## config.mk

```make
export PLATFORM = sky130hd
export DESIGN_NAME = ahb_rr_arbiter
export DESIGN_NICKNAME = d
export VERILOG_FILES = /design/src/rtl/ahb_rr_arbiter_pkg.sv /design/src/rtl/ahb_rr_pick.sv /design/src/rtl/ahb_rr_arbiter.sv
export SDC_FILE = /design/constraint.sdc
export NUM_CORES = 1
export LEC_CHECK = 0
export CAP_MARGIN = 20
export CORE_ASPECT_RATIO = 0.7
export CORE_UTILIZATION = 56
export DETAILED_ROUTE_END_ITERATION = 12
export PLACE_DENSITY = 0.83
export SLEW_MARGIN = 20
export SYNTH_ARGS = -nofsm -noshare
export SYNTH_HDL_FRONTEND = slang
export SYNTH_SLANG_ARGS = --single-unit
```

## constraint.sdc

```tcl
create_clock -name HCLK -period 3.5 [get_ports HCLK]
set_input_delay 0.35 -clock HCLK [delete_from_list [all_inputs] [get_ports HCLK]]
set_output_delay 0.35 -clock HCLK [all_outputs]
set_load 0.01 [all_outputs]
```

## src/rtl/ahb_rr_arbiter_pkg.sv

```systemverilog
// Shared encodings and helpers for the round-robin AHB arbiter.
package ahb_rr_arbiter_pkg;

  // HTRANS encodings as seen on the post-mux slave side.
  localparam logic [1:0] HTRANS_IDLE   = 2'b00;
  localparam logic [1:0] HTRANS_BUSY   = 2'b01;
  localparam logic [1:0] HTRANS_NONSEQ = 2'b10;
  localparam logic [1:0] HTRANS_SEQ    = 2'b11;

  // Arbiter tenure states.
  typedef enum logic [1:0] {
    ST_PARK   = 2'd0,
    ST_OWN    = 2'd1,
    ST_LOCKED = 2'd2
  } arb_state_e;

  // Master that receives the bus when nobody is asking for it.
  localparam int DEFAULT_MASTER = 0;

  // Quota counter width; wide enough for quotas up to 15.
  localparam int CNT_W = 4;

  // Ownership may only move while no burst is in flight and the slave is ready.
  function automatic logic is_arb_point(input logic       hready,
                                        input logic [1:0] htrans);
    return hready && (htrans != HTRANS_SEQ) && (htrans != HTRANS_BUSY);
  endfunction

endpackage

```

## src/rtl/ahb_rr_pick.sv

```systemverilog
// Rotating priority encoder: first requester after ptr_i, wrapping, with ptr_i
// itself visited last. Index 0 is returned when nobody requests.
module ahb_rr_pick #(
  parameter int NUM_M = 3,
  parameter int MW    = 2
) (
  input  logic [NUM_M-1:0] req_i,
  input  logic [MW-1:0]    ptr_i,
  output logic [MW-1:0]    idx_o,
  output logic             valid_o
);

  logic [MW-1:0] cand;
  logic [MW-1:0] idx_sel;
  logic          found;

  // Walk the ring starting one past the current owner and keep the first hit.
  always_comb begin
    cand    = '0;
    idx_sel = '0;
    found   = 1'b0;
    for (int k = 1; k <= NUM_M; k++) begin
      cand = MW'((int'(ptr_i) + k) % NUM_M);
      if (!found && req_i[cand]) begin
        idx_sel = cand;
        found   = 1'b1;
      end
    end
  end

  assign idx_o   = idx_sel;
  assign valid_o = found;

endmodule

```

## src/rtl/ahb_rr_arbiter.sv

```systemverilog
// Round-robin, quota-limited AHB arbiter. Grant moves only at arbitration
// points, bursts and locked sequences are never broken, and an owner is
// rotated out after QUOTA NONSEQ transfers if someone else is waiting.
//
//  state  | meaning
//  -------+-----------------------------------------------------------
//  PARK   | nobody requesting, grant parked on the default master
//  OWN    | unlocked tenure, subject to quota and round-robin rotation
//  LOCKED | locked tenure, grant held until owner drops HLOCK at an AP
module ahb_rr_arbiter
  import ahb_rr_arbiter_pkg::*;
#(
  parameter int NUM_M = 3,
  parameter int QUOTA = 4,
  parameter int MW    = $clog2(NUM_M)
) (
  input  logic             HCLK,
  input  logic             HRESET,
  input  logic [NUM_M-1:0] HBUSREQ,
  input  logic [NUM_M-1:0] HLOCK,
  input  logic [1:0]       HTRANS_S,
  input  logic             HREADY_S,
  output logic [NUM_M-1:0] HGRANT,
  output logic [MW-1:0]    HMASTER,
  output logic [MW-1:0]    HMASTER_D,
  output logic             HMASTLOCK
);

  localparam logic [NUM_M-1:0] GRANT_RST = NUM_M'(1) << DEFAULT_MASTER;
  localparam logic [MW-1:0]    MASTER_RST = MW'(DEFAULT_MASTER);
  localparam logic [CNT_W-1:0] QUOTA_C = CNT_W'(QUOTA);

  arb_state_e       state_q, state_d;
  logic [NUM_M-1:0] grant_q, grant_d;
  logic [MW-1:0]    master_q;
  logic [MW-1:0]    data_owner_q;
  logic             lock_q, lock_d;
  logic [CNT_W-1:0] cnt_q, cnt_d;

  logic             ap;
  logic [MW-1:0]    grant_idx;
  logic [MW-1:0]    pick_idx;
  logic             pick_valid;
  logic [NUM_M-1:0] pick_oh;
  logic [NUM_M-1:0] master_oh;
  logic             own_req;
  logic             own_lock;
  logic             others_req;
  logic             eval_own;

  // Rotation is always relative to the current address-phase owner.
  ahb_rr_pick #(
    .NUM_M (NUM_M),
    .MW    (MW)
  ) u_pick (
    .req_i   (HBUSREQ),
    .ptr_i   (master_q),
    .idx_o   (pick_idx),
    .valid_o (pick_valid)
  );

  assign ap         = is_arb_point(HREADY_S, HTRANS_S);
  assign pick_oh    = NUM_M'(1) << pick_idx;
  assign master_oh  = NUM_M'(1) << master_q;
  assign own_req    = |(HBUSREQ & master_oh);
  assign own_lock   = |(HLOCK & master_oh);
  assign others_req = |(HBUSREQ & ~master_oh);

  // Decode the one-hot grant back to an index for the owner pipeline.
  always_comb begin
    grant_idx = '0;
    for (int i = 0; i < NUM_M; i++) begin
      if (grant_q[i]) begin
        grant_idx = MW'(i);
      end
    end
  end

  // Tenure FSM: next state and next grant, evaluated only at arbitration points.
  always_comb begin
    state_d  = state_q;
    grant_d  = grant_q;
    eval_own = 1'b0;
    if (ap) begin
      unique case (state_q)
        ST_PARK: begin
          if (pick_valid) begin
            state_d = ST_OWN;
            grant_d = pick_oh;
          end
        end
        ST_OWN: begin
          eval_own = 1'b1;
        end
        ST_LOCKED: begin
          // Leaving a lock falls straight through into the unlocked decision.
          eval_own = !own_lock;
        end
        default: begin
          state_d = ST_PARK;
          grant_d = GRANT_RST;
        end
      endcase

      if (eval_own) begin
        if (own_lock && own_req) begin
          state_d = ST_LOCKED;
        end else if (own_req && ((cnt_q < QUOTA_C) || !others_req)) begin
          state_d = ST_OWN;
        end else begin
          grant_d = pick_oh;
          state_d = pick_valid ? ST_OWN : ST_PARK;
        end
      end
    end
  end

  // Quota count of completed NONSEQ transfers by the current owner.
  always_comb begin
    cnt_d = cnt_q;
    if (HREADY_S) begin
      if (grant_idx != master_q) begin
        cnt_d = '0;
      end else if ((HTRANS_S == HTRANS_NONSEQ) && (cnt_q < QUOTA_C)) begin
        cnt_d = cnt_q + 1'b1;
      end
    end
  end

  // Locked indication follows the granted master while a lock is held or starting.
  always_comb begin
    lock_d = HLOCK[grant_idx] &&
             ((state_q == ST_LOCKED) || (state_d == ST_LOCKED));
  end

  // State and grant registers.
  always_ff @(posedge HCLK or posedge HRESET) begin
    if (HRESET) begin
      state_q <= ST_PARK;
      grant_q <= GRANT_RST;
    end else begin
      state_q <= state_d;
      grant_q <= grant_d;
    end
  end

  // Owner pipeline advances only on ready edges so wait states never move it.
  always_ff @(posedge HCLK or posedge HRESET) begin
    if (HRESET) begin
      master_q     <= MASTER_RST;
      data_owner_q <= MASTER_RST;
      lock_q       <= 1'b0;
    end else if (HREADY_S) begin
      master_q     <= grant_idx;
      data_owner_q <= master_q;
      lock_q       <= lock_d;
    end
  end

  // Quota counter register.
  always_ff @(posedge HCLK or posedge HRESET) begin
    if (HRESET) begin
      cnt_q <= '0;
    end else begin
      cnt_q <= cnt_d;
    end
  end

  assign HGRANT    = grant_q;
  assign HMASTER   = master_q;
  assign HMASTER_D = data_owner_q;
  assign HMASTLOCK = lock_q;

endmodule

```

* After elaboration in Yosys (flattened, before gate mapping) *
Index checks and enable logic that the tools add are counted.

word-level totals
  bits of input ports = 11
  word-level logic and storage cells = 84
  register bits = 14

cells by class
  mux-type cells = 32
  shifts and indexed selects = 2
  equality and inequality tests = 7
  reduce and logical (&&, ||, !) cells = 21
  $lt $le $gt $ge = 5
  add/subtract/negate cells = 4
  div/mod/pow operators = 3
  bitwise operators = 4

operator list
  kind                                                                           number
  32-bit by 3-bit remainder unit with 32-bit output (second input constant)      3
  2-bit 2-to-1 mux                                                               8
  2-bit by 3-bit less-than comparator with 1-bit output (second input constant)  4
  3-bit 2-to-1 mux                                                               4
  1-bit 2-to-1 mux                                                               11
  3-bit AND                                                                      3
  3-bit OR reduction                                                             3
  1-bit binary-select mux with 2-bit select                                      4
  1-bit logical AND                                                              8
  4-bit 2-to-1 mux                                                               2
  2-bit by 2-bit adder with 3-bit output (second input constant)                 2
  2-bit equality test (second input constant)                                    3
  3-bit one-hot mux with 2 select lines                                          1
  1-bit by 2-bit left shift with 3-bit output (first input constant)             2
  4-bit by 1-bit adder with 4-bit output (second input constant)                 1
  1-bit logical NOT                                                              4
  4-bit by 3-bit less-than comparator with 1-bit output (second input constant)  1
  2-bit one-hot mux with 2 select lines                                          1
  2-bit by 1-bit adder with 3-bit output (second input constant)                 1
  3-bit NOT                                                                      1
  2-bit by 1-bit equality test with 1-bit output (second input constant)         1
  2-bit logical NOT                                                              1
  1-bit logical OR                                                               2
  2-bit by 1-bit != test with 1-bit output (second input constant)               1
  6 further kinds                                                                6

* Longest topological paths before layout *
  depth after elaboration = 19
  mapped depth = 9
  depth with buffers taken out = 8

* Hierarchy *
Synthesis repeated with hierarchy kept, for this count alone.

second synthesis, totals
  cells, all modules = 128
  area total of the unflattened synthesis = 1109.8 µm²

by module, submodules not included
  module          cells an instance  area each (µm²)  times used
  ahb_rr_arbiter  108                978.4            1
  ahb_rr_pick     20                 131.4            1

* Worst setup path before layout *
No wires, ideal clock.

  path type = reg2reg
  start = register master_q[1], in the netlist HMASTER[1]
  end = register lock_q, in the netlist HMASTLOCK
  arrival = 2.074 ns
  path buffers = 1
  clock period less this slack = 2.208 ns
  slack = 1.292 ns
  stages on the path, launching flop included = 10
  required time = 3.365 ns
  path through = dfrtp_1 > inv_1 > ha_1 > buf_6 > a222oi_1 > nor2_1 > a221oi_1 > a21oi_1 > a41oi_1 > o22ai_1

on the way
  elaborated cells on any way between the ends = 44

RTL lines
  element                                            RTL line               source
  start: declaration                                 ahb_rr_arbiter.sv:35   logic [MW-1:0] master_q;
  start signal: assignment                           ahb_rr_arbiter.sv:154  master_q <= grant_idx;
  2-bit by 1-bit adder with 3-bit output             ahb_rr_pick.sv:23      cand = MW'((int'(ptr_i) + k) % NUM_M);
  32-bit by 3-bit remainder unit with 32-bit output  ahb_rr_pick.sv:23
  1-bit binary-select mux with 2-bit select          ahb_rr_pick.sv:24      if (!found && req_i[cand]) begin
  1-bit 2-to-1 mux (implied by the code)             ahb_rr_pick.sv:24
  1-bit 2-to-1 mux                                   ahb_rr_pick.sv:24
  1-bit logical NOT                                  ahb_rr_pick.sv:24
  1-bit logical AND                                  ahb_rr_pick.sv:24
  1-bit 2-to-1 mux                                   ahb_rr_pick.sv:24
  [3 not listed]                                     -
  2-bit 2-to-1 mux                                   ahb_rr_arbiter.sv:87   if (pick_valid) begin
  2-bit one-hot mux with 2 select lines              ahb_rr_arbiter.sv:85   unique case (state_q)
  2-bit 2-to-1 mux (*)                               ahb_rr_arbiter.sv:105  if (eval_own) begin
  2-bit 2-to-1 mux (*)                               ahb_rr_arbiter.sv:84   if (ap) begin
  named net state_d[1]                               ahb_rr_arbiter.sv:33   arb_state_e state_q, state_d;
  2-bit equality test (*)                            ahb_rr_arbiter.sv:133  ((state_q == ST_LOCKED) || (state_d == ST_LOCKED));
  1-bit logical OR (*)                               ahb_rr_arbiter.sv:133
  1-bit logical AND (*)                              ahb_rr_arbiter.sv:132  lock_d = HLOCK[grant_idx] &&
  end signal: assignment                             ahb_rr_arbiter.sv:156  lock_q <= lock_d;
  end: declaration                                   ahb_rr_arbiter.sv:37   logic lock_q, lock_d;

Mark *: on every way through the listed nets, which the timed path passes. The rest lies on a longest branch. The select of a mux whose other input is x is not followed.
A chain may end at the register's enable or synchronous reset.

* Worst setup path after layout *
  start = register master_q[1], in the netlist HMASTER[1]
  end = register lock_q, in the netlist HMASTLOCK

on the way
  cells in the longest elaborated chain, start to end = 19
  elaborated cells on any way between the ends = 44

RTL lines
  element                                            RTL line               source
  2-bit by 1-bit adder with 3-bit output             ahb_rr_pick.sv:23
  32-bit by 3-bit remainder unit with 32-bit output  ahb_rr_pick.sv:23
  1-bit binary-select mux with 2-bit select          ahb_rr_pick.sv:24
  1-bit 2-to-1 mux (implied by the code)             ahb_rr_pick.sv:24
  1-bit 2-to-1 mux                                   ahb_rr_pick.sv:24
  1-bit logical NOT                                  ahb_rr_pick.sv:24
  1-bit logical AND                                  ahb_rr_pick.sv:24
  1-bit 2-to-1 mux                                   ahb_rr_pick.sv:24
  [3 not listed]                                     -
  1-bit 2-to-1 mux                                   ahb_rr_arbiter.sv:112  state_d = pick_valid ? ST_OWN : ST_PARK;
  1-bit 2-to-1 mux                                   ahb_rr_arbiter.sv:108  end else if (own_req && ((cnt_q < QUOTA_C) || !others_req)) begin
  2-bit 2-to-1 mux                                   ahb_rr_arbiter.sv:106  if (own_lock && own_req) begin
  2-bit 2-to-1 mux (*)                               ahb_rr_arbiter.sv:105
  2-bit 2-to-1 mux (*)                               ahb_rr_arbiter.sv:84
  2-bit equality test (*)                            ahb_rr_arbiter.sv:133
  1-bit logical OR (*)                               ahb_rr_arbiter.sv:133
  1-bit logical AND (*)                              ahb_rr_arbiter.sv:132

Every way passes the cells marked *; elsewhere a longest branch is shown, timed or not. The select of a mux whose other input is x is not followed.

==> impl_summary.log <==
[metrics] average wire per standard cell: 16.3 um
[metrics] drt first-iter violations: 49
[metrics] HPWL Detailed: 2120 um
[metrics] worst reg2reg path startpoint: HMASTER[1]$_DFFE_PP0P_
[metrics] portion of the post-synthesis area used by sequential elements: 30.9%
[metrics] diode count: 0
[metrics] kind of start point of the critical path: register
[metrics] number of enable flip-flop cells after synthesis: 0
[metrics] Yosys reg bits: 14
[metrics] number of top-level design ports: 19
[metrics] leakage power: 0.576 nW
[metrics] drt pass-1 iters: 5
[metrics] met3 routed WL: 151 um
[metrics] total power of the final layout: 0.00103 W
[metrics] Post-Route WL: 2760 um
[metrics] highest ir drop seen on vdd: 0.000590 V
[metrics] count of different cell masters after synthesis: 45
[metrics] worst slack on hold paths: 0.409 ns
[metrics] die area: 0.00222 sq mm
[metrics] length of routed wiring on met1: 1330 um
[metrics] core area: 0.00189 sq mm
[metrics] highest routed metal layer: met4
[metrics] effective utilization at floorplan: 60.2%
[metrics] global router's overall resource usage: 26.6%
[metrics] Final Worst Setup Slack: 0.860 ns
[metrics] initial antenna violation count: 0
[metrics] element type at the critical path end: register
[metrics] die extent in x: 55.8 um
[metrics] Max Clk Rate: 379 MHz
[metrics] number of nets produced by synthesis: 150
[metrics] share of layout cells above drive strength 1: 10.9%
[metrics] tightest slew margin relative to the limit: 55.6%
[metrics] final period utilization: 75.4%
[metrics] crit path kind: reg2reg
[metrics] CTS clk-pin slew, worst paths: 0.09 ns
[metrics] Worst Path Required: 3.66 ns
[metrics] clock tree root driver cell: sky130_fd_sc_hd__clkbuf_4
[metrics] post-layout minimum cycle time: 2.64 ns
[metrics] floorplan die height: 39.7 um
[metrics] crit-path max cell delay: 0.65 ns
[metrics] # clock sinks: 14
[metrics] number of vias in the routed layout: 1043
[metrics] area of the multi-input gates: 713 sq um
[metrics] area added between synthesis and finish: 19.2%
[metrics] number of routed nets with antenna violations: 0
[metrics] max-capacitance violation count: 0
[metrics] TritonCTS clock tree: built
[metrics] Worst Path Max Fanout: 7
[metrics] Worst R2R End: HMASTLOCK$_DFFE_PP0P_
[metrics] CTS H-tree lvls: 1
[metrics] Routability Congestion: 0.983
[metrics] R2R setup slack: 0.86 ns
[metrics] cell row count: 13
[metrics] Via density: 6.17
[metrics] Hold WC Path Type: in2async
[metrics] Pins Over Slew Limit: 0
[metrics] Worst Path Arrival: 2.80 ns
[metrics] setup slack after placement: 0.926 ns
[metrics] first-pass GRT wire length: 4330 um
[metrics] number of instances resized during post-cts repair: 0
[metrics] slowest cell on the critical path: sky130_fd_sc_hd__a222oi_1
[metrics] sequence of cells on the critical path: inv_1 -> ha_1 -> a222oi_1 -> a31oi_1 -> nor3_1 -> o31ai_1 -> a41oi_1 -> o22ai_1
[metrics] power density cells: 758 mW/mm^2
[metrics] number of nets in the layout: 169
[metrics] mean instance size in the synthesized netlist: 8.81 sq um
[metrics] Worst Tran Pin Value: 0.666 ns
[metrics] maximum number of pins on one net before global-route repair: 15
[metrics] setup bufs post-CTS: 0
[metrics] summed negative setup slack over all endpoints: 0 ns
[metrics] total area of sequential cells: 352 sq um
[metrics] number of synthesis warnings: 0
[metrics] routed length on met2: 1220 um
[metrics] RSZ-0062 raised after global routing: no
[metrics] number of global-route vias before repair: 916
[metrics] Fillers: 155
[metrics] Register-to-Register Path Depth: 8
[metrics] number of endpoints with negative hold slack in the final report: 0
[metrics] port bufs: 18
[metrics] Clock Path Buffers: 2
[metrics] Worst Skew: 0.00528 ns
[metrics] synthesized instance count: 129
[metrics] TritonCTS Buffers: 3
[metrics] total overflow reported by the global router: 0
[metrics] async set-or-reset flop fraction in the synthesized netlist: 100%
[metrics] final setup vio count: 0
[metrics] summed instance area of the synthesized netlist: 0.00114 sq mm
[metrics] cts hold-fix bufs: 0
[metrics] most instantiated flip-flop cell in the synthesis netlist: sky130_fd_sc_hd__dfrtp_1
[metrics] total DRC errors in the routed layout: 0
[metrics] clock insertion delay at the later pin of the skew report: 0.28 ns
[metrics] outcome: finished clean
-- Yosys cell counts, types with 2 or more instances --
master	number	share of area [%]
sky130_fd_sc_hd__ha_1	10	11
sky130_fd_sc_hd__mux2i_1	3	2.6
sky130_fd_sc_hd__a31oi_1	2	1.1
sky130_fd_sc_hd__nand2_1	6	2.0
sky130_fd_sc_hd__buf_4	2	1.3
sky130_fd_sc_hd__nor3_1	4	1.8
sky130_fd_sc_hd__o21ai_0	8	3.5
sky130_fd_sc_hd__o211ai_1	3	2.0
sky130_fd_sc_hd__a21oi_1	7	3.1
sky130_fd_sc_hd__clkbuf_1	2	0.66
sky130_fd_sc_hd__nand3_1	4	1.8
sky130_fd_sc_hd__a222oi_1	2	1.8
sky130_fd_sc_hd__nor2b_1	7	3.9
sky130_fd_sc_hd__and2_1	4	2.2
sky130_fd_sc_hd__inv_1	10	3.3
sky130_fd_sc_hd__mux2_2	4	4.0
sky130_fd_sc_hd__nor2_1	10	3.3
sky130_fd_sc_hd__dfrtp_1	13	29
sky130_fd_sc_hd__nand2b_1	2	1.1
-- registers in the layout (all words and copies together) (netlist names) --
name / count
cnt_q: 4
HMASTER: 2
HMASTER_D: 2
state_q: 2
HGRANT: 3
HMASTLOCK: 1
-- cell families (layout without fill, tap and decap cells) --
logic type	count (synthesis)	count (layout)	synth area share [%]
xor gates and xnor gates	1	1	0.771
DFF	14	14	30.9
muxes	7	7	6.61
AOI/OAI and AO/OA	39	39	24.2
buffers and inverters	15	33	6.28
adders and majority gates	10	10	11.0
and+or+nand+nor	43	43	20.2
-- worst max path at each step --
stage / from / end / slack, ns / cells after the start
6_report: HMASTER[1]$_DFFE_PP0P_ / HMASTLOCK$_DFFE_PP0P_ / 0.86 / 8
3_5_place_dp: HMASTER[1]$_DFFE_PP0P_ / HMASTLOCK$_DFFE_PP0P_ / 0.93 / 8
5_1_grt: HMASTER[1]$_DFFE_PP0P_ / HMASTLOCK$_DFFE_PP0P_ / 0.67 / 8
2_1_floorplan: HMASTER[1]$_DFFE_PP0P_ / HMASTLOCK$_DFFE_PP0P_ / 1.29 / 9
4_1_cts: HMASTER[1]$_DFFE_PP0P_ / HMASTLOCK$_DFFE_PP0P_ / 0.89 / 8
3_3_place_gp: HMASTER[1]$_DFFE_PP0P_ / HMASTLOCK$_DFFE_PP0P_ / 1.05 / 8
-- through the flow --
stage,cells,utilization (%),cell area [sq um]
finish,169,71.8,1350
global route,169,71.8,1350
CTS,169,71.8,1350
detailed placement,165,69.8,1320
global placement,165,69.8,1320
floorplan,129,-,1140
-- power by group --
| group | switching, W | internal (W) |
|---|---|---|
| Combinational | 0.000335 | 0.000284 |
| Sequential | 0.0000690 | 0.000220 |
| Clock | 0.0000547 | 0.0000633 |
-- layer usage --
metal	vias up	GRT usage (%)
met5	-	0
met4	0	8.54
met3	8	8.58
met2	43	44.9
met1	487	33.1
li1	505	-
-- critical path: cells and delay by family (launching register included) --
family,cells,cell delay [ns]
AOI/OAI and AO/OA,5,1.37
DFF,1,0.46
adders and majority gates,1,0.32
and+or+nand+nor,1,0.24
buffers and inverters,1,0.14
-- cell usage in the layout (no fill, tap or decap), types with 2 or more instances in the layout --
cell and n:
sky130_fd_sc_hd__inv_1 10, sky130_fd_sc_hd__dfrtp_1 13, sky130_fd_sc_hd__nor2b_1 7, sky130_fd_sc_hd__o21ai_0 8
sky130_fd_sc_hd__nand2b_1 2, sky130_fd_sc_hd__nand2_1 6, sky130_fd_sc_hd__a222oi_1 2, sky130_fd_sc_hd__a31oi_1 2
sky130_fd_sc_hd__ha_1 10, sky130_fd_sc_hd__a21oi_1 7, sky130_fd_sc_hd__o211ai_1 3, sky130_fd_sc_hd__nand3_1 4
sky130_fd_sc_hd__clkdlybuf4s50_1 18, sky130_fd_sc_hd__and2_1 4, sky130_fd_sc_hd__nor3_1 4, sky130_fd_sc_hd__clkbuf_4 3
sky130_fd_sc_hd__mux2i_1 3, sky130_fd_sc_hd__mux2_2 4, sky130_fd_sc_hd__nor2_1 10
-- cell type report --
type	instances	area share, %
clock buffers	4	2.68
multi-input cells	100	52.7
inverters	10	2.77
well taps	22	2.03
repair buffers	19	13.9
flip-flops and latches	14	26.0
(Power assumes the default switching activity.)
